### src/rtl/mem_stage_lsu_pkg.sv
// Shared widths, encodings and pending-request record for the memory stage.
package mem_stage_lsu_pkg;

    localparam int DBITS     = 32;
    localparam int REGNOBITS = 5;
    localparam int IOPBITS   = 6;
    localparam int TIMEOUT   = 255;
    localparam int CNT_W     = $clog2(TIMEOUT + 1);

    localparam logic [1:0] SZ_B = 2'd0;
    localparam logic [1:0] SZ_H = 2'd1;
    localparam logic [1:0] SZ_W = 2'd2;

    typedef enum logic [1:0] {
        EXC_NONE     = 2'd0,
        EXC_MISALIGN = 2'd1,
        EXC_TIMEOUT  = 2'd2
    } exc_e;

    typedef enum logic {
        ST_IDLE   = 1'b0,
        ST_ACCESS = 1'b1
    } state_e;

    // Everything about an accepted instruction that must survive until write-back.
    typedef struct packed {
        logic [DBITS-1:0]     pc;
        logic [31:0]          inst;
        logic [IOPBITS-1:0]   op;
        logic [DBITS-1:0]     inst_count;
        logic [DBITS-1:0]     aluout;
        logic [REGNOBITS-1:0] rd;
        logic                 wr_reg;
        logic                 is_load;
        logic [1:0]           size;
        logic                 is_unsigned;
    } pend_t;

endpackage

### src/rtl/mem_stage_lsu_if.sv
// AGEX-side, data-memory and write-back/forwarding signals of the memory stage.
interface mem_stage_lsu_if;
    import mem_stage_lsu_pkg::*;

    logic                 in_valid;
    logic                 in_ready;
    logic [DBITS-1:0]     in_pc;
    logic [31:0]          in_inst;
    logic [IOPBITS-1:0]   in_op;
    logic [DBITS-1:0]     in_inst_count;
    logic [DBITS-1:0]     in_aluout;
    logic [DBITS-1:0]     in_store_data;
    logic [REGNOBITS-1:0] in_rd;
    logic                 in_wr_reg;
    logic                 in_mem_rd;
    logic                 in_mem_wr;
    logic [1:0]           in_size;
    logic                 in_unsigned;
    logic                 dmem_req;
    logic                 dmem_we;
    logic [DBITS-1:0]     dmem_addr;
    logic [DBITS-1:0]     dmem_wdata;
    logic [3:0]           dmem_wstrb;
    logic                 dmem_ack;
    logic [DBITS-1:0]     dmem_rdata;
    logic                 wb_valid;
    logic [DBITS-1:0]     wb_pc;
    logic [31:0]          wb_inst;
    logic [IOPBITS-1:0]   wb_op;
    logic [DBITS-1:0]     wb_inst_count;
    logic [DBITS-1:0]     wb_result;
    logic [REGNOBITS-1:0] wb_rd;
    logic                 wb_wr_reg;
    logic [1:0]           wb_exc;
    logic                 fwd_valid;
    logic                 fwd_busy;
    logic [REGNOBITS-1:0] fwd_rd;
    logic [DBITS-1:0]     fwd_value;

    modport slave (
        input  in_valid, in_pc, in_inst, in_op, in_inst_count, in_aluout, in_store_data,
               in_rd, in_wr_reg, in_mem_rd, in_mem_wr, in_size, in_unsigned,
               dmem_ack, dmem_rdata,
        output in_ready, dmem_req, dmem_we, dmem_addr, dmem_wdata, dmem_wstrb,
               wb_valid, wb_pc, wb_inst, wb_op, wb_inst_count, wb_result, wb_rd,
               wb_wr_reg, wb_exc, fwd_valid, fwd_busy, fwd_rd, fwd_value
    );

    modport master (
        output in_valid, in_pc, in_inst, in_op, in_inst_count, in_aluout, in_store_data,
               in_rd, in_wr_reg, in_mem_rd, in_mem_wr, in_size, in_unsigned,
               dmem_ack, dmem_rdata,
        input  in_ready, dmem_req, dmem_we, dmem_addr, dmem_wdata, dmem_wstrb,
               wb_valid, wb_pc, wb_inst, wb_op, wb_inst_count, wb_result, wb_rd,
               wb_wr_reg, wb_exc, fwd_valid, fwd_busy, fwd_rd, fwd_value
    );

endinterface

### src/rtl/mem_stage_lsu_lane_align.sv
// Byte-lane steering for stores and lane extraction/extension for loads.
module lsu_lane_align
    import mem_stage_lsu_pkg::*;
(
    input  logic [1:0]       addr_lo_i,
    input  logic [1:0]       size_i,
    input  logic             unsigned_i,
    input  logic [DBITS-1:0] store_data_i,
    input  logic [DBITS-1:0] rdata_i,
    output logic [DBITS-1:0] wdata_o,
    output logic [3:0]       wstrb_o,
    output logic             misaligned_o,
    output logic [DBITS-1:0] load_value_o
);

    logic [DBITS-1:0] lane_s;

    // Size 3 falls into the word branch.
    always_comb begin
        lane_s       = rdata_i >> {addr_lo_i, 3'b000};
        wdata_o      = store_data_i;
        wstrb_o      = 4'b1111;
        misaligned_o = 1'b0;
        load_value_o = rdata_i;
        case (size_i)
            SZ_B: begin
                wstrb_o      = 4'b0001 << addr_lo_i;
                wdata_o      = {4{store_data_i[7:0]}};
                load_value_o = {{(DBITS-8){lane_s[7] & ~unsigned_i}}, lane_s[7:0]};
            end
            SZ_H: begin
                misaligned_o = addr_lo_i[0];
                wstrb_o      = addr_lo_i[1] ? 4'b1100 : 4'b0011;
                wdata_o      = {2{store_data_i[15:0]}};
                load_value_o = {{(DBITS-16){lane_s[15] & ~unsigned_i}}, lane_s[15:0]};
            end
            default: begin
                misaligned_o = (addr_lo_i != 2'b00);
            end
        endcase
    end

endmodule

### src/rtl/mem_stage_lsu.sv
// Memory stage: accepts AGEX instructions, runs dmem loads/stores, fills the WB latch.
module mem_stage_lsu
    import mem_stage_lsu_pkg::*;
(
    input  logic            clk,
    input  logic            reset,
    mem_stage_lsu_if.slave  bus
);

    localparam logic [CNT_W-1:0] CNT_LAST = CNT_W'(TIMEOUT - 1);

    state_e               state_q, state_d;
    pend_t                pend_q, pend_d, in_s, src_s;
    logic [CNT_W-1:0]     cnt_q, cnt_d;
    logic                 req_q, req_d, we_q, we_d;
    logic [DBITS-1:0]     addr_q, addr_d, wdata_q, wdata_d;
    logic [3:0]           wstrb_q, wstrb_d;
    logic                 wb_valid_q, wb_valid_d, wb_wr_reg_q, wb_wr_reg_d;
    logic [DBITS-1:0]     wb_pc_q, wb_pc_d, wb_cnt_q, wb_cnt_d, wb_result_q, wb_result_d;
    logic [31:0]          wb_inst_q, wb_inst_d;
    logic [IOPBITS-1:0]   wb_op_q, wb_op_d;
    logic [REGNOBITS-1:0] wb_rd_q, wb_rd_d, fwd_rd_q, fwd_rd_d;
    logic [1:0]           wb_exc_q, wb_exc_d;
    logic                 fwd_valid_q, fwd_valid_d, fwd_busy_q, fwd_busy_d;
    logic [DBITS-1:0]     fwd_value_q, fwd_value_d;
    logic [1:0]           al_addr_s, al_size_s;
    logic                 al_uns_s, al_mis_s;
    logic [DBITS-1:0]     al_wdata_s, al_load_s;
    logic [3:0]           al_wstrb_s;

    // In IDLE the aligner sees the incoming op; in ACCESS it decodes the pending load.
    assign al_addr_s = (state_q == ST_ACCESS) ? pend_q.aluout[1:0] : bus.in_aluout[1:0];
    assign al_size_s = (state_q == ST_ACCESS) ? pend_q.size        : bus.in_size;
    assign al_uns_s  = (state_q == ST_ACCESS) ? pend_q.is_unsigned : bus.in_unsigned;

    lsu_lane_align u_align (
        .addr_lo_i    (al_addr_s),
        .size_i       (al_size_s),
        .unsigned_i   (al_uns_s),
        .store_data_i (bus.in_store_data),
        .rdata_i      (bus.dmem_rdata),
        .wdata_o      (al_wdata_s),
        .wstrb_o      (al_wstrb_s),
        .misaligned_o (al_mis_s),
        .load_value_o (al_load_s)
    );

    // Next-state, dmem request and MEM-latch computation.
    always_comb begin
        in_s             = '0;
        in_s.pc          = bus.in_pc;
        in_s.inst        = bus.in_inst;
        in_s.op          = bus.in_op;
        in_s.inst_count  = bus.in_inst_count;
        in_s.aluout      = bus.in_aluout;
        in_s.rd          = bus.in_rd;
        in_s.wr_reg      = bus.in_wr_reg & (bus.in_rd != {REGNOBITS{1'b0}});
        in_s.is_load     = bus.in_mem_rd & ~bus.in_mem_wr;
        in_s.size        = bus.in_size;
        in_s.is_unsigned = bus.in_unsigned;

        state_d     = state_q;
        pend_d      = pend_q;
        cnt_d       = cnt_q;
        req_d       = req_q;
        we_d        = we_q;
        addr_d      = addr_q;
        wdata_d     = wdata_q;
        wstrb_d     = wstrb_q;
        wb_valid_d  = 1'b0;
        wb_wr_reg_d = 1'b0;
        wb_exc_d    = EXC_NONE;
        wb_result_d = wb_result_q;
        src_s       = (state_q == ST_ACCESS) ? pend_q : in_s;

        case (state_q)
            ST_IDLE: begin
                if (bus.in_valid) begin
                    pend_d = in_s;
                    if (!(bus.in_mem_rd || bus.in_mem_wr)) begin
                        wb_valid_d  = 1'b1;
                        wb_result_d = bus.in_aluout;
                        wb_wr_reg_d = in_s.wr_reg;
                    end else if (al_mis_s) begin
                        wb_valid_d  = 1'b1;
                        wb_result_d = bus.in_aluout;
                        wb_exc_d    = EXC_MISALIGN;
                    end else begin
                        state_d = ST_ACCESS;
                        cnt_d   = {CNT_W{1'b0}};
                        req_d   = 1'b1;
                        we_d    = bus.in_mem_wr;
                        addr_d  = {bus.in_aluout[DBITS-1:2], 2'b00};
                        wdata_d = al_wdata_s;
                        wstrb_d = bus.in_mem_wr ? al_wstrb_s : 4'b0000;
                    end
                end else begin
                    state_d = ST_IDLE;
                end
            end
            ST_ACCESS: begin
                // An ack on the final wait cycle still completes normally.
                if (bus.dmem_ack) begin
                    state_d     = ST_IDLE;
                    req_d       = 1'b0;
                    we_d        = 1'b0;
                    wb_valid_d  = 1'b1;
                    wb_result_d = pend_q.is_load ? al_load_s : pend_q.aluout;
                    wb_wr_reg_d = pend_q.is_load & pend_q.wr_reg;
                end else if (cnt_q == CNT_LAST) begin
                    state_d     = ST_IDLE;
                    req_d       = 1'b0;
                    we_d        = 1'b0;
                    cnt_d       = {CNT_W{1'b0}};
                    wb_valid_d  = 1'b1;
                    wb_result_d = pend_q.aluout;
                    wb_exc_d    = EXC_TIMEOUT;
                end else begin
                    cnt_d = cnt_q + CNT_W'(1);
                end
            end
            default: begin
                state_d = ST_IDLE;
                req_d   = 1'b0;
                we_d    = 1'b0;
            end
        endcase

        if (wb_valid_d) begin
            wb_pc_d   = src_s.pc;
            wb_inst_d = src_s.inst;
            wb_op_d   = src_s.op;
            wb_cnt_d  = src_s.inst_count;
            wb_rd_d   = src_s.rd;
        end else begin
            wb_pc_d   = wb_pc_q;
            wb_inst_d = wb_inst_q;
            wb_op_d   = wb_op_q;
            wb_cnt_d  = wb_cnt_q;
            wb_rd_d   = wb_rd_q;
        end

        // A load in flight advertises its rd with a zero value so DE stalls on it.
        fwd_busy_d  = (state_d == ST_ACCESS) & pend_d.is_load;
        fwd_valid_d = (wb_valid_d & wb_wr_reg_d) | fwd_busy_d;
        fwd_rd_d    = fwd_busy_d ? pend_d.rd : wb_rd_d;
        fwd_value_d = fwd_busy_d ? {DBITS{1'b0}} : wb_result_d;
    end

    // State, request and MEM-latch registers.
    always_ff @(posedge clk or negedge reset) begin
        if (!reset) begin
            state_q     <= ST_IDLE;
            pend_q      <= '0;
            cnt_q       <= {CNT_W{1'b0}};
            req_q       <= 1'b0;
            we_q        <= 1'b0;
            addr_q      <= {DBITS{1'b0}};
            wdata_q     <= {DBITS{1'b0}};
            wstrb_q     <= 4'b0000;
            wb_valid_q  <= 1'b0;
            wb_wr_reg_q <= 1'b0;
            wb_exc_q    <= EXC_NONE;
            wb_result_q <= {DBITS{1'b0}};
            wb_pc_q     <= {DBITS{1'b0}};
            wb_inst_q   <= 32'h0000_0000;
            wb_op_q     <= {IOPBITS{1'b0}};
            wb_cnt_q    <= {DBITS{1'b0}};
            wb_rd_q     <= {REGNOBITS{1'b0}};
            fwd_valid_q <= 1'b0;
            fwd_busy_q  <= 1'b0;
            fwd_rd_q    <= {REGNOBITS{1'b0}};
            fwd_value_q <= {DBITS{1'b0}};
        end else begin
            state_q     <= state_d;
            pend_q      <= pend_d;
            cnt_q       <= cnt_d;
            req_q       <= req_d;
            we_q        <= we_d;
            addr_q      <= addr_d;
            wdata_q     <= wdata_d;
            wstrb_q     <= wstrb_d;
            wb_valid_q  <= wb_valid_d;
            wb_wr_reg_q <= wb_wr_reg_d;
            wb_exc_q    <= wb_exc_d;
            wb_result_q <= wb_result_d;
            wb_pc_q     <= wb_pc_d;
            wb_inst_q   <= wb_inst_d;
            wb_op_q     <= wb_op_d;
            wb_cnt_q    <= wb_cnt_d;
            wb_rd_q     <= wb_rd_d;
            fwd_valid_q <= fwd_valid_d;
            fwd_busy_q  <= fwd_busy_d;
            fwd_rd_q    <= fwd_rd_d;
            fwd_value_q <= fwd_value_d;
        end
    end

    assign bus.in_ready      = (state_q == ST_IDLE);
    assign bus.dmem_req      = req_q;
    assign bus.dmem_we       = we_q;
    assign bus.dmem_addr     = addr_q;
    assign bus.dmem_wdata    = wdata_q;
    assign bus.dmem_wstrb    = wstrb_q;
    assign bus.wb_valid      = wb_valid_q;
    assign bus.wb_pc         = wb_pc_q;
    assign bus.wb_inst       = wb_inst_q;
    assign bus.wb_op         = wb_op_q;
    assign bus.wb_inst_count = wb_cnt_q;
    assign bus.wb_result     = wb_result_q;
    assign bus.wb_rd         = wb_rd_q;
    assign bus.wb_wr_reg     = wb_wr_reg_q;
    assign bus.wb_exc        = wb_exc_q;
    assign bus.fwd_valid     = fwd_valid_q;
    assign bus.fwd_busy      = fwd_busy_q;
    assign bus.fwd_rd        = fwd_rd_q;
    assign bus.fwd_value     = fwd_value_q;

endmodule

### src/flat_wrapper.sv
// flat-port wrapper written by rule: the top's interface ports become plain ports
module mem_stage_lsu_flat import mem_stage_lsu_pkg::*;
  (clk, reset, bus_in_valid, bus_in_pc, bus_in_inst, bus_in_op, bus_in_inst_count, bus_in_aluout, bus_in_store_data, bus_in_rd, bus_in_wr_reg, bus_in_mem_rd, bus_in_mem_wr, bus_in_size, bus_in_unsigned, bus_dmem_ack, bus_dmem_rdata, bus_in_ready, bus_dmem_req, bus_dmem_we, bus_dmem_addr, bus_dmem_wdata, bus_dmem_wstrb, bus_wb_valid, bus_wb_pc, bus_wb_inst, bus_wb_op, bus_wb_inst_count, bus_wb_result, bus_wb_rd, bus_wb_wr_reg, bus_wb_exc, bus_fwd_valid, bus_fwd_busy, bus_fwd_rd, bus_fwd_value);
  mem_stage_lsu_if bus_i ();
  input  logic clk;
  input  logic reset;
  input wire logic [$bits(bus_i.in_valid)-1:0] bus_in_valid;
  input wire logic [$bits(bus_i.in_pc)-1:0] bus_in_pc;
  input wire logic [$bits(bus_i.in_inst)-1:0] bus_in_inst;
  input wire logic [$bits(bus_i.in_op)-1:0] bus_in_op;
  input wire logic [$bits(bus_i.in_inst_count)-1:0] bus_in_inst_count;
  input wire logic [$bits(bus_i.in_aluout)-1:0] bus_in_aluout;
  input wire logic [$bits(bus_i.in_store_data)-1:0] bus_in_store_data;
  input wire logic [$bits(bus_i.in_rd)-1:0] bus_in_rd;
  input wire logic [$bits(bus_i.in_wr_reg)-1:0] bus_in_wr_reg;
  input wire logic [$bits(bus_i.in_mem_rd)-1:0] bus_in_mem_rd;
  input wire logic [$bits(bus_i.in_mem_wr)-1:0] bus_in_mem_wr;
  input wire logic [$bits(bus_i.in_size)-1:0] bus_in_size;
  input wire logic [$bits(bus_i.in_unsigned)-1:0] bus_in_unsigned;
  input wire logic [$bits(bus_i.dmem_ack)-1:0] bus_dmem_ack;
  input wire logic [$bits(bus_i.dmem_rdata)-1:0] bus_dmem_rdata;
  output wire logic [$bits(bus_i.in_ready)-1:0] bus_in_ready;
  output wire logic [$bits(bus_i.dmem_req)-1:0] bus_dmem_req;
  output wire logic [$bits(bus_i.dmem_we)-1:0] bus_dmem_we;
  output wire logic [$bits(bus_i.dmem_addr)-1:0] bus_dmem_addr;
  output wire logic [$bits(bus_i.dmem_wdata)-1:0] bus_dmem_wdata;
  output wire logic [$bits(bus_i.dmem_wstrb)-1:0] bus_dmem_wstrb;
  output wire logic [$bits(bus_i.wb_valid)-1:0] bus_wb_valid;
  output wire logic [$bits(bus_i.wb_pc)-1:0] bus_wb_pc;
  output wire logic [$bits(bus_i.wb_inst)-1:0] bus_wb_inst;
  output wire logic [$bits(bus_i.wb_op)-1:0] bus_wb_op;
  output wire logic [$bits(bus_i.wb_inst_count)-1:0] bus_wb_inst_count;
  output wire logic [$bits(bus_i.wb_result)-1:0] bus_wb_result;
  output wire logic [$bits(bus_i.wb_rd)-1:0] bus_wb_rd;
  output wire logic [$bits(bus_i.wb_wr_reg)-1:0] bus_wb_wr_reg;
  output wire logic [$bits(bus_i.wb_exc)-1:0] bus_wb_exc;
  output wire logic [$bits(bus_i.fwd_valid)-1:0] bus_fwd_valid;
  output wire logic [$bits(bus_i.fwd_busy)-1:0] bus_fwd_busy;
  output wire logic [$bits(bus_i.fwd_rd)-1:0] bus_fwd_rd;
  output wire logic [$bits(bus_i.fwd_value)-1:0] bus_fwd_value;
  assign bus_i.in_valid = bus_in_valid;
  assign bus_i.in_pc = bus_in_pc;
  assign bus_i.in_inst = bus_in_inst;
  assign bus_i.in_op = bus_in_op;
  assign bus_i.in_inst_count = bus_in_inst_count;
  assign bus_i.in_aluout = bus_in_aluout;
  assign bus_i.in_store_data = bus_in_store_data;
  assign bus_i.in_rd = bus_in_rd;
  assign bus_i.in_wr_reg = bus_in_wr_reg;
  assign bus_i.in_mem_rd = bus_in_mem_rd;
  assign bus_i.in_mem_wr = bus_in_mem_wr;
  assign bus_i.in_size = bus_in_size;
  assign bus_i.in_unsigned = bus_in_unsigned;
  assign bus_i.dmem_ack = bus_dmem_ack;
  assign bus_i.dmem_rdata = bus_dmem_rdata;
  assign bus_in_ready = bus_i.in_ready;
  assign bus_dmem_req = bus_i.dmem_req;
  assign bus_dmem_we = bus_i.dmem_we;
  assign bus_dmem_addr = bus_i.dmem_addr;
  assign bus_dmem_wdata = bus_i.dmem_wdata;
  assign bus_dmem_wstrb = bus_i.dmem_wstrb;
  assign bus_wb_valid = bus_i.wb_valid;
  assign bus_wb_pc = bus_i.wb_pc;
  assign bus_wb_inst = bus_i.wb_inst;
  assign bus_wb_op = bus_i.wb_op;
  assign bus_wb_inst_count = bus_i.wb_inst_count;
  assign bus_wb_result = bus_i.wb_result;
  assign bus_wb_rd = bus_i.wb_rd;
  assign bus_wb_wr_reg = bus_i.wb_wr_reg;
  assign bus_wb_exc = bus_i.wb_exc;
  assign bus_fwd_valid = bus_i.fwd_valid;
  assign bus_fwd_busy = bus_i.fwd_busy;
  assign bus_fwd_rd = bus_i.fwd_rd;
  assign bus_fwd_value = bus_i.fwd_value;
  mem_stage_lsu u_core (.clk(clk), .reset(reset), .bus(bus_i));
endmodule
### config.mk
export PLATFORM = sky130hd
export DESIGN_NAME = mem_stage_lsu_flat
export DESIGN_NICKNAME = d
export VERILOG_FILES = /design/src/rtl/mem_stage_lsu_pkg.sv /design/src/rtl/mem_stage_lsu_if.sv /design/src/rtl/mem_stage_lsu_lane_align.sv /design/src/rtl/mem_stage_lsu.sv /design/src/flat_wrapper.sv
export SDC_FILE = /design/constraint.sdc
export NUM_CORES = 1
export LEC_CHECK = 0
export CAP_MARGIN = 20
export CORE_MARGIN = 2
export CORE_UTILIZATION = 33
export CTS_CLUSTER_DIAMETER = 80
export DETAILED_ROUTE_END_ITERATION = 10
export GPL_TIMING_DRIVEN = 0
export PLACE_DENSITY = 0.6
export SYNTH_ARGS = -nofsm -noshare
export SYNTH_HDL_FRONTEND = slang
export SYNTH_SLANG_ARGS = --single-unit
### constraint.sdc
create_clock -name clk -period 3.41 [get_ports clk]
set_clock_uncertainty 0.15 [all_clocks]
set_input_delay 0.682 -clock clk [delete_from_list [all_inputs] [get_ports clk]]
set_output_delay 0.682 -clock clk [all_outputs]
set_load 0.005 [all_outputs]
# ---- Yosys cells after proc, flatten, opt, wreduce, memory -nomap -nowiden
# Cells that the tools add are included.
dict set report totals {
  input_bits 213
  output_inout_bits 253
  regBits 403
}
dict set report classes {
  n_reduce_logical 8
  bitwise 12
  mux 60
  add_sub_neg 1
  n_eq_ne 7
  n_shift 2
}
# operator count
set op_table {}
lappend op_table {{$mux 32} 7}
lappend op_table {{$pmux 32 s2} 3}
lappend op_table {{$mux 144} 1}
lappend op_table {{$mux 8} 5}
lappend op_table {{$shr 32x5->16} 1}
lappend op_table {{$mux 1} 23}
lappend op_table {{$mux 10} 2}
lappend op_table {{$pmux 8 s2} 1}
lappend op_table {{$mux 2} 6}
lappend op_table {{$pmux 1 s2} 6}
lappend op_table {{$reduce_and 4->1} 3}
lappend op_table {{$mux 5} 2}
lappend op_table {{$add 8x1->8 const B} 1}
lappend op_table {{$eq 8x8->1 const B} 1}
lappend op_table {{$mux 4} 2}
lappend op_table {{$pmux 4 s2} 1}
lappend op_table {{$and 1x1->1} 7}
lappend op_table {{$ne 2x2->1 const B} 3}
lappend op_table {{$reduce_bool 5->1} 1}
lappend op_table {{$not 1->1} 4}
lappend op_table {{$pmux 2 s2} 1}
lappend op_table {{$shl 1x2->4 const A} 1}
lappend op_table {{$ne 3x3->1 const B} 1}
lappend op_table {{$eq 2x1->1 const B} 1}
lappend op_table {{other kinds (6)} 6}

# ---- Longest topological paths before layout
# Gate-level depths: netlist of run 1.
dict set report logic_depth {
  word_depth 9
  depth_mapped 10
  depth_no_buf 8
}

# ---- Cells and area by module
# From an unflattened synthesis of run 1, not the netlist that was laid out.
dict set report hier_totals {
  hier_cells 1689
  area_unflattened_um2 19580.0
}
# mod seq_area_each_um2 cells_per_inst n_inst area_each_um2
set modules_own_cells {}
lappend modules_own_cells {mem_stage_lsu 10084.7 1491 1 18198.7}
lappend modules_own_cells {lsu_lane_align 0.0 198 1 1381.3}

# ---- Worst setup path after synthesis of run 1
# Ideal clock, no wire load.
dict set report synth_timing {
  path_type {input to register}
  start {input bus_in_size[1]}
  end {register u_core.fwd_rd_q[1] (netlist: u_core.bus.fwd_rd[1])}
  path_buffers 4
  arrival_time_ps 2161
  path_slack_ps 1023
  required_ps 3184
  setup_time_ps 76
  path_stages 9
  cell_sequence {buf_2 -> o21ai_0 -> a31oi_1 -> buf_4 -> o21ai_2 -> buf_2 -> buf_6 -> mux2_2 -> o21ai_1}
}
dict set report synth_between {
  elab_chain_cells 9
  word_cells_on_any_way 15
}
# item line
set synth_lines {}
lappend synth_lines {{start: declaration} flat_wrapper.sv:18} ;# input wire logic [$bits(bus_i.in_size)-1:0] bus_in_size;
lappend synth_lines {{$mux 2 *} mem_stage_lsu.sv:33} ;# assign al_size_s = (state_q == ST_ACCESS) ? pend_q.size : bus.in_size;
lappend synth_lines {{$eq 2x1->1 or $logic_not 2->1 (tied branches)} mem_stage_lsu_lane_align.sv:25} ;# case (size_i)
lappend synth_lines {{$pmux 1 s2 *} mem_stage_lsu_lane_align.sv:25}
lappend synth_lines {{$mux 1} mem_stage_lsu.sv:84} ;# end else if (al_mis_s) begin
lappend synth_lines {{$mux 1} mem_stage_lsu.sv:80} ;# if (!(bus.in_mem_rd || bus.in_mem_wr)) begin
lappend synth_lines {{$mux 1} mem_stage_lsu.sv:78} ;# if (bus.in_valid) begin
lappend synth_lines {{$pmux 1 s2} mem_stage_lsu.sv:76} ;# case (state_q)
lappend synth_lines {{$mux 5 or $and 1x1->1 (tied branches)} {mem_stage_lsu.sv:129, mem_stage_lsu.sv:144}}
lappend synth_lines {{$mux 5 *} mem_stage_lsu.sv:146} ;# fwd_rd_d = fwd_busy_d ? pend_d.rd : wb_rd_d;
lappend synth_lines {{named net u_core.fwd_rd_d[1]} mem_stage_lsu.sv:22} ;# logic [REGNOBITS-1:0] wb_rd_q, wb_rd_d, fwd_rd_q, fwd_rd_d;
lappend synth_lines {{end signal: assignment} mem_stage_lsu.sv:172} ;# fwd_rd_q <= {REGNOBITS{1'b0}};
lappend synth_lines {{end signal: assignment} mem_stage_lsu.sv:194} ;# fwd_rd_q <= fwd_rd_d;
lappend synth_lines {{end: declaration} mem_stage_lsu.sv:22}
# Mark *: on every way through the listed nets, which the timed path passes. The rest lies on a longest branch.
# A chain may end at the register's enable or synchronous reset.

# ---- Worst setup path in the final report of run 1
dict set report layout_timing {
  start {register u_core.cnt_q[0]}
  end {register u_core.wb_pc_q[31] (netlist: u_core.bus.wb_pc[31])}
}
dict set report layout_between {
  elab_chain_cells 4
}
# item line
set layout_lines {}
lappend layout_lines {{start: declaration} mem_stage_lsu.sv:14} ;# logic [CNT_W-1:0] cnt_q, cnt_d;
lappend layout_lines {{start signal: assignment} mem_stage_lsu.sv:155} ;# cnt_q <= {CNT_W{1'b0}};
lappend layout_lines {{start signal: assignment} mem_stage_lsu.sv:177} ;# cnt_q <= cnt_d;
lappend layout_lines {{$eq 8x8->1} mem_stage_lsu.sv:110} ;# end else if (cnt_q == CNT_LAST) begin
lappend layout_lines {{$mux 1} mem_stage_lsu.sv:110}
lappend layout_lines {{$mux 1} mem_stage_lsu.sv:103} ;# if (bus.dmem_ack) begin
lappend layout_lines {{$pmux 1 s2} mem_stage_lsu.sv:76}
lappend layout_lines {{end signal: assignment} mem_stage_lsu.sv:165} ;# wb_pc_q <= {DBITS{1'b0}};
lappend layout_lines {{end signal: assignment} mem_stage_lsu.sv:187} ;# wb_pc_q <= wb_pc_d;
lappend layout_lines {{end: declaration} mem_stage_lsu.sv:19} ;# logic [DBITS-1:0] wb_pc_q, wb_pc_d, wb_cnt_q, wb_cnt_d, wb_result_q, wb_result_d;
# Every way passes these cells.

==> results of run 1 <==
per-stage QoR:
stage | hold WS (ns) | cells
floorplan | 0.236 | 2092
global placement | 0.307 | 3310
detailed placement | 0.312 | 3314
CTS | 0.312 | 3399
global route | 0.336 | 3405
finish | 0.322 | 3406
final timing paths:
| kind | from | to | slack [ns] | depth (start not counted) |
|---|---|---|---|---|
| worst max-delay path | u_core.cnt_q[0]$_DFFE_PN0P_ | u_core.bus.wb_pc[31]$_DFFE_PN0P_ | 0.21 | 10 |
| worst min-delay path | u_core.bus.dmem_addr[12]$_DFFE_PN0P_ | u_core.bus.dmem_addr[12]$_DFFE_PN0P_ | 0.32 | 2 |
| worst max register to register | u_core.cnt_q[0]$_DFFE_PN0P_ | u_core.bus.wb_pc[31]$_DFFE_PN0P_ | 0.21 | 10 |
| worst min register to register | u_core.bus.dmem_addr[12]$_DFFE_PN0P_ | u_core.bus.dmem_addr[12]$_DFFE_PN0P_ | 0.32 | 2 |
| max in group asynchronous | reset | u_core.bus.wb_inst_count[17]$_DFFE_PN0P_ | 1.40 | 4 |
| min in group asynchronous | reset | u_core.bus.dmem_wdata[3]$_DFFE_PN0P_ | 0.48 | 2 |
cell families after synthesis:
logic type | after synthesis | synth area share, %
buffers and inverters | 169 | 3.86
AOI/OAI and AO/OA | 420 | 14.3
muxes | 157 | 8.55
adders and majority gates | 2 | 0.132
and+or+nand+nor | 939 | 19.8
other | 1 | 0.0198
DFF | 403 | 53.3
worst reg2reg max path: stages (launching register included):
cell and delay (ns):
dfrtp_1 0.42, inv_1 0.07, ha_1 0.16, nand4_1 0.56, o21ai_4 0.52, o21ai_2 0.22
buf_2 0.27, buf_6 0.20, clkbuf_1 0.27, nand2_1 0.14, o21ai_0 0.10
synthesized netlist by cell type (9+ instances only):
cell type	number
a211oi_1	16
a21oi_1	53
a311oi_1	19
a31oi_1	36
buf_2	35
clkbuf_1	103
dfrtp_1	403
inv_1	14
mux2_2	16
mux2i_1	139
nand2_1	794
nand3_1	36
nor2_1	51
nor2b_1	11
nor3_1	9
o21ai_0	163
o221ai_1	31
o22ai_1	22
o31ai_1	20
o32ai_1	17
per-layer routing:
layer	vias up	wire length, um	global-route usage [%]
li1	8189	-	-
met1	8628	31900	33.2
met2	747	34300	38.9
met3	156	6830	6.97
met4	14	2540	9.64
met5	-	95	0
placed cells by master (no fill, tap or decap), drive strengths merged, types with 37 or more instances in the layout:
cell type      instances
a21oi                 53
a31oi                 37
buf                   55
clkbuf               173
clkdlybuf4s50        461
dfrtp                403
mux2i                141
nand2                795
nor2                  52
o21ai                172
what timing repair did:
item | in CTS | in global routing
setup endpoints to repair | 25 | 14
gates cloned | 0 | 0
pin swaps | 1 | 0
buffers inserted | 1 | 0
hold buffers | 1 | 0
hold endpoints to repair | 54 | 0
gates resized for setup | 4 | 5
cell type report:
| cell class | count | area (um^2) | share of cell area [%] |
|---|---|---|---|
| multi-input cells | 1520 | 8110 | 30.9 |
| repair buffers | 468 | 4760 | 18.1 |
| flip-flops and latches | 403 | 10100 | 38.4 |
| clock buffers | 71 | 1380 | 5.25 |
| clock inverters | 12 | 203 | 0.773 |
| inverters | 17 | 63.8 | 0.243 |
| diodes | 8 | 20.0 | 0.0763 |
| well taps | 756 | 946 | 3.61 |
| plain buffers | 151 | 676 | 2.58 |
where the power goes:
part	internal (uW)	switching (uW)	total (uW)	leakage, uW
Combinational	2600	2530	5130	0.00596
Sequential	5910	713	6620	0.00491
Clock	3160	2100	5250	0.000771
==> impl_results.md, run 1 <==
- GRT overflow: 0
- CTS tree: yes
- Placer Congestion: 0.929
- Layout cell share with drive strength beyond 1: under 10%
- Total power: ~17000 uW
- Via density: 5.21
- Fmax: 313 MHz
- Setup WS post-layout: between 0.2 and 0.25 ns
- Slew Viols, Final: 0
- CP cell instances: inv_1, ha_1, nand4_1, o21ai_4, o21ai_2, buf_2, buf_6, clkbuf_1, nand2_1, o21ai_0
- Worst-path clk slew: 0.06 ns
- Port Buffers: between 400 and 500
- CP Class: flip-flop to flip-flop
- Yosys cell types: 66
- Final Setup Violations: 0
- Cells after Synth: around 2100
- Top FF cell, synth: dfrtp_1
- Clk sink count: 403
- H-tree depth: 2
- Place WS: -0.727 ns
- Dominant cell type by area after synthesis: dfrtp_1
- Vias in the first global route: roughly 18000
- Routed WL: 75.7 mm
- Largest register FFs: roughly 140
- Pwr dens: about 650 nW/um^2
- Number of I/O pins: ~470
- Max transition margin: a little over a quarter
- Leakage: 0.0116 uW
- Startpoint types: flip-flop
- RSZ-0062 raised after global routing: false
- Synth-to-layout area growth: 38.7%
- Layout Cell Area excl Fill: about 26000 um^2
- Period utilisation layout: roughly 94%
- Drt drc: 0
- Reg with most FFs: u_core.pend_q
- Core ar.: around 56000 um^2
- Max incr delay on CP: about 0.56 ns
- Slew @ Worst Pin: approximately 1.1 ns
- Largest net degree at the start of global routing: slightly above 100
- Chip height: around 240 um
- Post-synth EDFFs: 0
- Max capacitance violation total: 0
- WP data arrival: 3.52 ns
- CP Data Required Time: about 3.7 ns
- Share of the synthesized area in the top cell type: a little over half
- Peak supply drop: 414 uV
- Area contributors post-synth: dfrtp_1, nand2_1, mux2i_1
- Full die area: 59200 um^2
- CTS Buf Count: 47
- Post-route antenna net violation count: 0
- Crit. End Element: flip-flop
- WL/cell: roughly 22 um
- DPL Wire Length: between 50 and 60 mm
- Final core occ: a little under half
- Initial antenna violation count: 15
- Setup TNS Final: 0 ns
- Via count: roughly 18000
- Final nets: 2823
- Register area share after synthesis: ~53%
- Synth Cell Area: around 19000 um^2
- Min Tclk post-route: ~3.2 ns
- TritonRoute pass-1 iters: 6
- FILL cells: between 5000 and 6000
- Die width: roughly 240 um
- Clk_lat worst skew: around 0.60 ns
- Placement Cell Area: about 25000 um^2
- Initial Util: between 30% and 40%
- Overall Global Routing Usage: between 20 and 30%
- FP Rows: 87
- Status: completed
- Hold crit path type: flip-flop to flip-flop
- Max Buffers Root-to-Sink: 3
- Slowest library cell on the worst path: nand4_1
- Async set or reset register ratio after synthesis: between 90% and 100%
- Buf/Inv on CP: 4
- Worst-path maximum fanout: 10
- First-pass GRT wire length: around 110 mm
- Synth warn: 0
- Final Hold Fails: 0
- FF+latch count, synth: ~400
- CP top delay family: compound AO/OA/AOI/OAI gates
- Clock root buffer: clkbuf_16
- DRC marker count from the first detailed-route iteration: 1568
- Mapped Avg Cell Area: 9.05 um^2
(Power assumes the default switching activity.)
==> run 2, diff against run 1 <==
Settings changed: CAP_MARGIN 20 to unset, RECOVER_POWER set to 50.
==> run 2 against run 1 <==
  * The flow now finishes with violations (capacitance limit, slew limit)
  * Register-to-register slack hardly changed
  * Clock-buffer cell count stayed put
  * Power is 1.0% lower
  * First-iteration DRC count is 1.9% higher
  * Critical path depth is 2 lower
  * Design area is 0.16% lower
  * Fmax is 1.3% lower
  * Global-route usage stayed put
  * Via count is 0.41% higher
  * Non-clock buffer count stayed put
  * Worst hold slack worse by 0.0059 ns
  * Sequential power hardly changed
  * Largest power group unchanged
  * Highest routed layer unchanged
==> impl_results.md, run 2 (synthesized netlist as in run 1, its figures left out) <==
- Max incr delay on CP: 0.65 ns (was 0.56 ns)
- Initial antenna violation count: 15 (unchanged)
- Register-to-Register Path Depth: 10 (unchanged)
- Pwr dens: 642 nW/um^2 (was 648 nW/um^2)
- TritonRoute pass-1 iters: 5 (was 6)
- Full die area: 59200 um^2 (unchanged)
- Setup WS post-layout: 0.168 ns (was 0.212 ns)
- Layout Cell Area excl Fill: 26200 um^2 (about the same)
- Slew @ Worst Pin: 1.63 ns (was 1.10 ns)
- Startpoint types: input port (was flip-flop)
- Number of I/O pins: 466 (unchanged)
- Flop pwr share: 39.2% (was 38.9%)
- Comb power frac: 29.6% (was 30.2%)
- Leakage: 0.0117 uW (was 0.0116 uW)
- Chip height: 243 um (unchanged)
- Placement Cell Area: 24600 um^2 (unchanged)
- Clk sink count: 403 (unchanged)
- Min Tclk post-route: 3.24 ns (was 3.20 ns)
- CP cell instances: dlygate4sd3_1, nand2b_1, clkbuf_1, nor4_4, o21ai_2, clkbuf_1, nand2_1, o32ai_2 (was inv_1, ha_1, nand4_1, o21ai_4, o21ai_2, buf_2, buf_6, clkbuf_1, nand2_1, o21ai_0)
- Fmax: 308 MHz (was 313 MHz)
- Drt drc: 0 (unchanged)
- CP top delay family: buffers and inverters (was compound AO/OA/AOI/OAI gates)
- Slowest library cell on the worst path: dlygate4sd3_1 (was nand4_1)
- Fin cells: 3406 (unchanged)
- Final Hold Fails: 0 (unchanged)
- Hold wc startpoint: u_core.bus.dmem_addr[12]$_DFFE_PN0P_ (unchanged)
- Commonest non-fill, non-tap cells in the layout: nand2_1, dfrtp_1, clkdlybuf4s50_1, o21ai_0, mux2i_1 (was nand2_1, clkdlybuf4s50_1, dfrtp_1, o21ai_0, mux2i_1)
- Power share of the clock group: 31.2% (was 30.9%)
- Reg with most FFs: u_core.pend_q (unchanged)
- Worst r2r src: u_core.cnt_q[0]$_DFFE_PN0P_ (unchanged)
- Via count: 17800 (was 17700)
- Final nets: 2823 (unchanged)
- Die width: 243 um (unchanged)
- Hold path depth: 2 (unchanged)
- Max capacitance violation total: 1 (was 0)
- Place WS: -0.727 ns (unchanged)
- Core ar.: 56500 um^2 (unchanged)
- Setup TNS Final: 0 ns (unchanged)
- DRC marker count from the first detailed-route iteration: 1598 (was 1568)
- Via density: 5.23 (was 5.21)
- Hold crit path type: flip-flop to flip-flop (unchanged)
- Final Setup Violations: 0 (unchanged)
- GRT overflow: 0 (unchanged)
- Buf/Inv on CP: 3 (was 4)
- CP most frequent cell: clkbuf_1
- Slew Viols, Final: 57 (was 0)
- First-pass GRT wire length: 113 mm (unchanged)
- H-tree depth: 2 (unchanged)
- Placed Cells: 3314 (unchanged)
- Crit. End Element: flip-flop (unchanged)
- Status: finished with violations (was completed)
- DPL Wire Length: 56.2 mm (unchanged)
- Largest net degree at the start of global routing: 103 (unchanged)
- Max Buffers Root-to-Sink: 3 (unchanged)
- Internal: 11500 uW (was 11700 uW)
- Worst-path clk slew: 0.06 ns (about the same)
- CTS tree: yes (unchanged)
- Max transition margin: -8.65% (was 26.6%)
- Clock root buffer: clkbuf_16 (unchanged)
- Clk_lat worst skew: 0.60 ns (about the same)
- CTS Buf Count: 47 (unchanged)
- Post-route antenna net violation count: 0 (unchanged)
- Sink of the worst hold path: u_core.bus.dmem_addr[12]$_DFFE_PN0P_ (unchanged)
- Initial Util: 33.5% (unchanged)
- Port Buffers: 462 (unchanged)
- Failing checks: capacitance limit, slew limit
- Largest register FFs: 144 (unchanged)
- CP Data Required Time: 3.75 ns (was 3.73 ns)
- Synth-to-layout area growth: 38.5% (was 38.7%)
- Routed WL: 75.7 mm (about the same)
- RSZ-0062 raised after global routing: false (unchanged)
- Worst-path maximum fanout: 10 (unchanged)
- Placer Congestion: 0.929 (unchanged)
- R2R setup slack: 0.20 ns (was 0.21 ns)
- Layout cell share with drive strength beyond 1: 6.32% (unchanged)
- CP Class: input port to flip-flop (was flip-flop to flip-flop)
- Vias in the first global route: 17900 (unchanged)
- Min Hold Slack: 0.317 ns (was 0.322 ns)
- FP Rows: 87 (unchanged)
- Most common cell after layout, fill and taps aside: nand2_1 (unchanged)
- RR Endpoint: u_core.bus.wb_pc[31]$_DFFE_PN0P_ (unchanged)
- Peak supply drop: 414 uV (about the same)
- WL/cell: 22.2 um (about the same)
- WP data arrival: 3.58 ns (was 3.52 ns)
- Net switching power figure: 5310 uW (was 5340 uW)
- Switching share of total power: 31.6% (was 31.4%)
- Period utilisation layout: 95.1% (was 93.8%)
- Overall Global Routing Usage: 25.1% (unchanged)
-- run 2: final cells by class --
| type | count | area, um^2 |
|---|---|---|
| well taps | 756 | 946 |
| inverters | 17 | 63.8 |
| clock inverters | 12 | 203 |
| clock buffers | 71 | 1380 |
| multi-input cells | 1520 | 8110 |
| repair buffers | 468 | 4710 |
| flip-flops and latches | 403 | 10100 |
| diodes | 8 | 20.0 |
| fillers | 5425 | 30300 |
| plain buffers | 151 | 676 |
-- run 2: worst max-delay path by stage --
stage | startpoint | end | cells past startpoint
3_3_place_gp | reset | u_core.bus.wb_inst_count[10]$_DFFE_PN0P_ | 1
4_1_cts | u_core.state_q$_DFF_PN0_ | bus_in_ready | 6
5_1_grt | u_core.cnt_q[0]$_DFFE_PN0P_ | u_core.bus.wb_pc[31]$_DFFE_PN0P_ | 10
2_1_floorplan | bus_in_size[1] | u_core.bus.fwd_rd[1]$_DFF_PN0_ | 9
6_report | bus_in_valid | u_core.bus.fwd_value[30]$_DFF_PN0_ | 8
3_5_place_dp | bus_in_valid | u_core.bus.fwd_value[31]$_DFF_PN0_ | 8
-- run 2: repair_timing --
action / CTS / global route
hold endpoints to repair: 54 / 0
pin swaps: 1 / 0
hold buffers: 1 / 0
buffers inserted: 1 / 0
resized for setup: 4 / 5
endpoints found under the setup margin: 25 / 14
-- run 2: through the flow --
step	total power [uW]	util (%)
2_1_floorplan	8600	-
3_3_place_gp	11700	43.3
3_5_place_dp	11800	43.5
4_1_cts	17100	46.4
5_1_grt	17700	46.4
6_report	16800	46.4
-- run 2: power groups by stage --
stage          clock network [uW]  logic (uW)  registers [uW]
3_5_place_dp                    0        5120            6680
4_1_cts                      5360        5150            6620
5_1_grt                      5550        5420            6740
2_1_floorplan                   0        2010            6590
3_3_place_gp                    0        5040            6680
6_report                     5240        4980            6600
-- run 2: worst min-delay path, stage by stage (launching register included) --
cell and delay, ns:
dfrtp_1 0.34, nand2_1 0.05, nand2_1 0.05
-- run 2: metal layers --
layer	global-route usage, %	routed length (um)
met1	33.2	32000
met2	38.9	34300
met3	6.97	6660
met4	9.64	2660
met5	0	92
==> run 3, diff against run 2 <==
Settings changed: ABC_AREA set to 0.
==> results of run 3 <==
Final layout, timing and power as in run 2 (identical DEF).
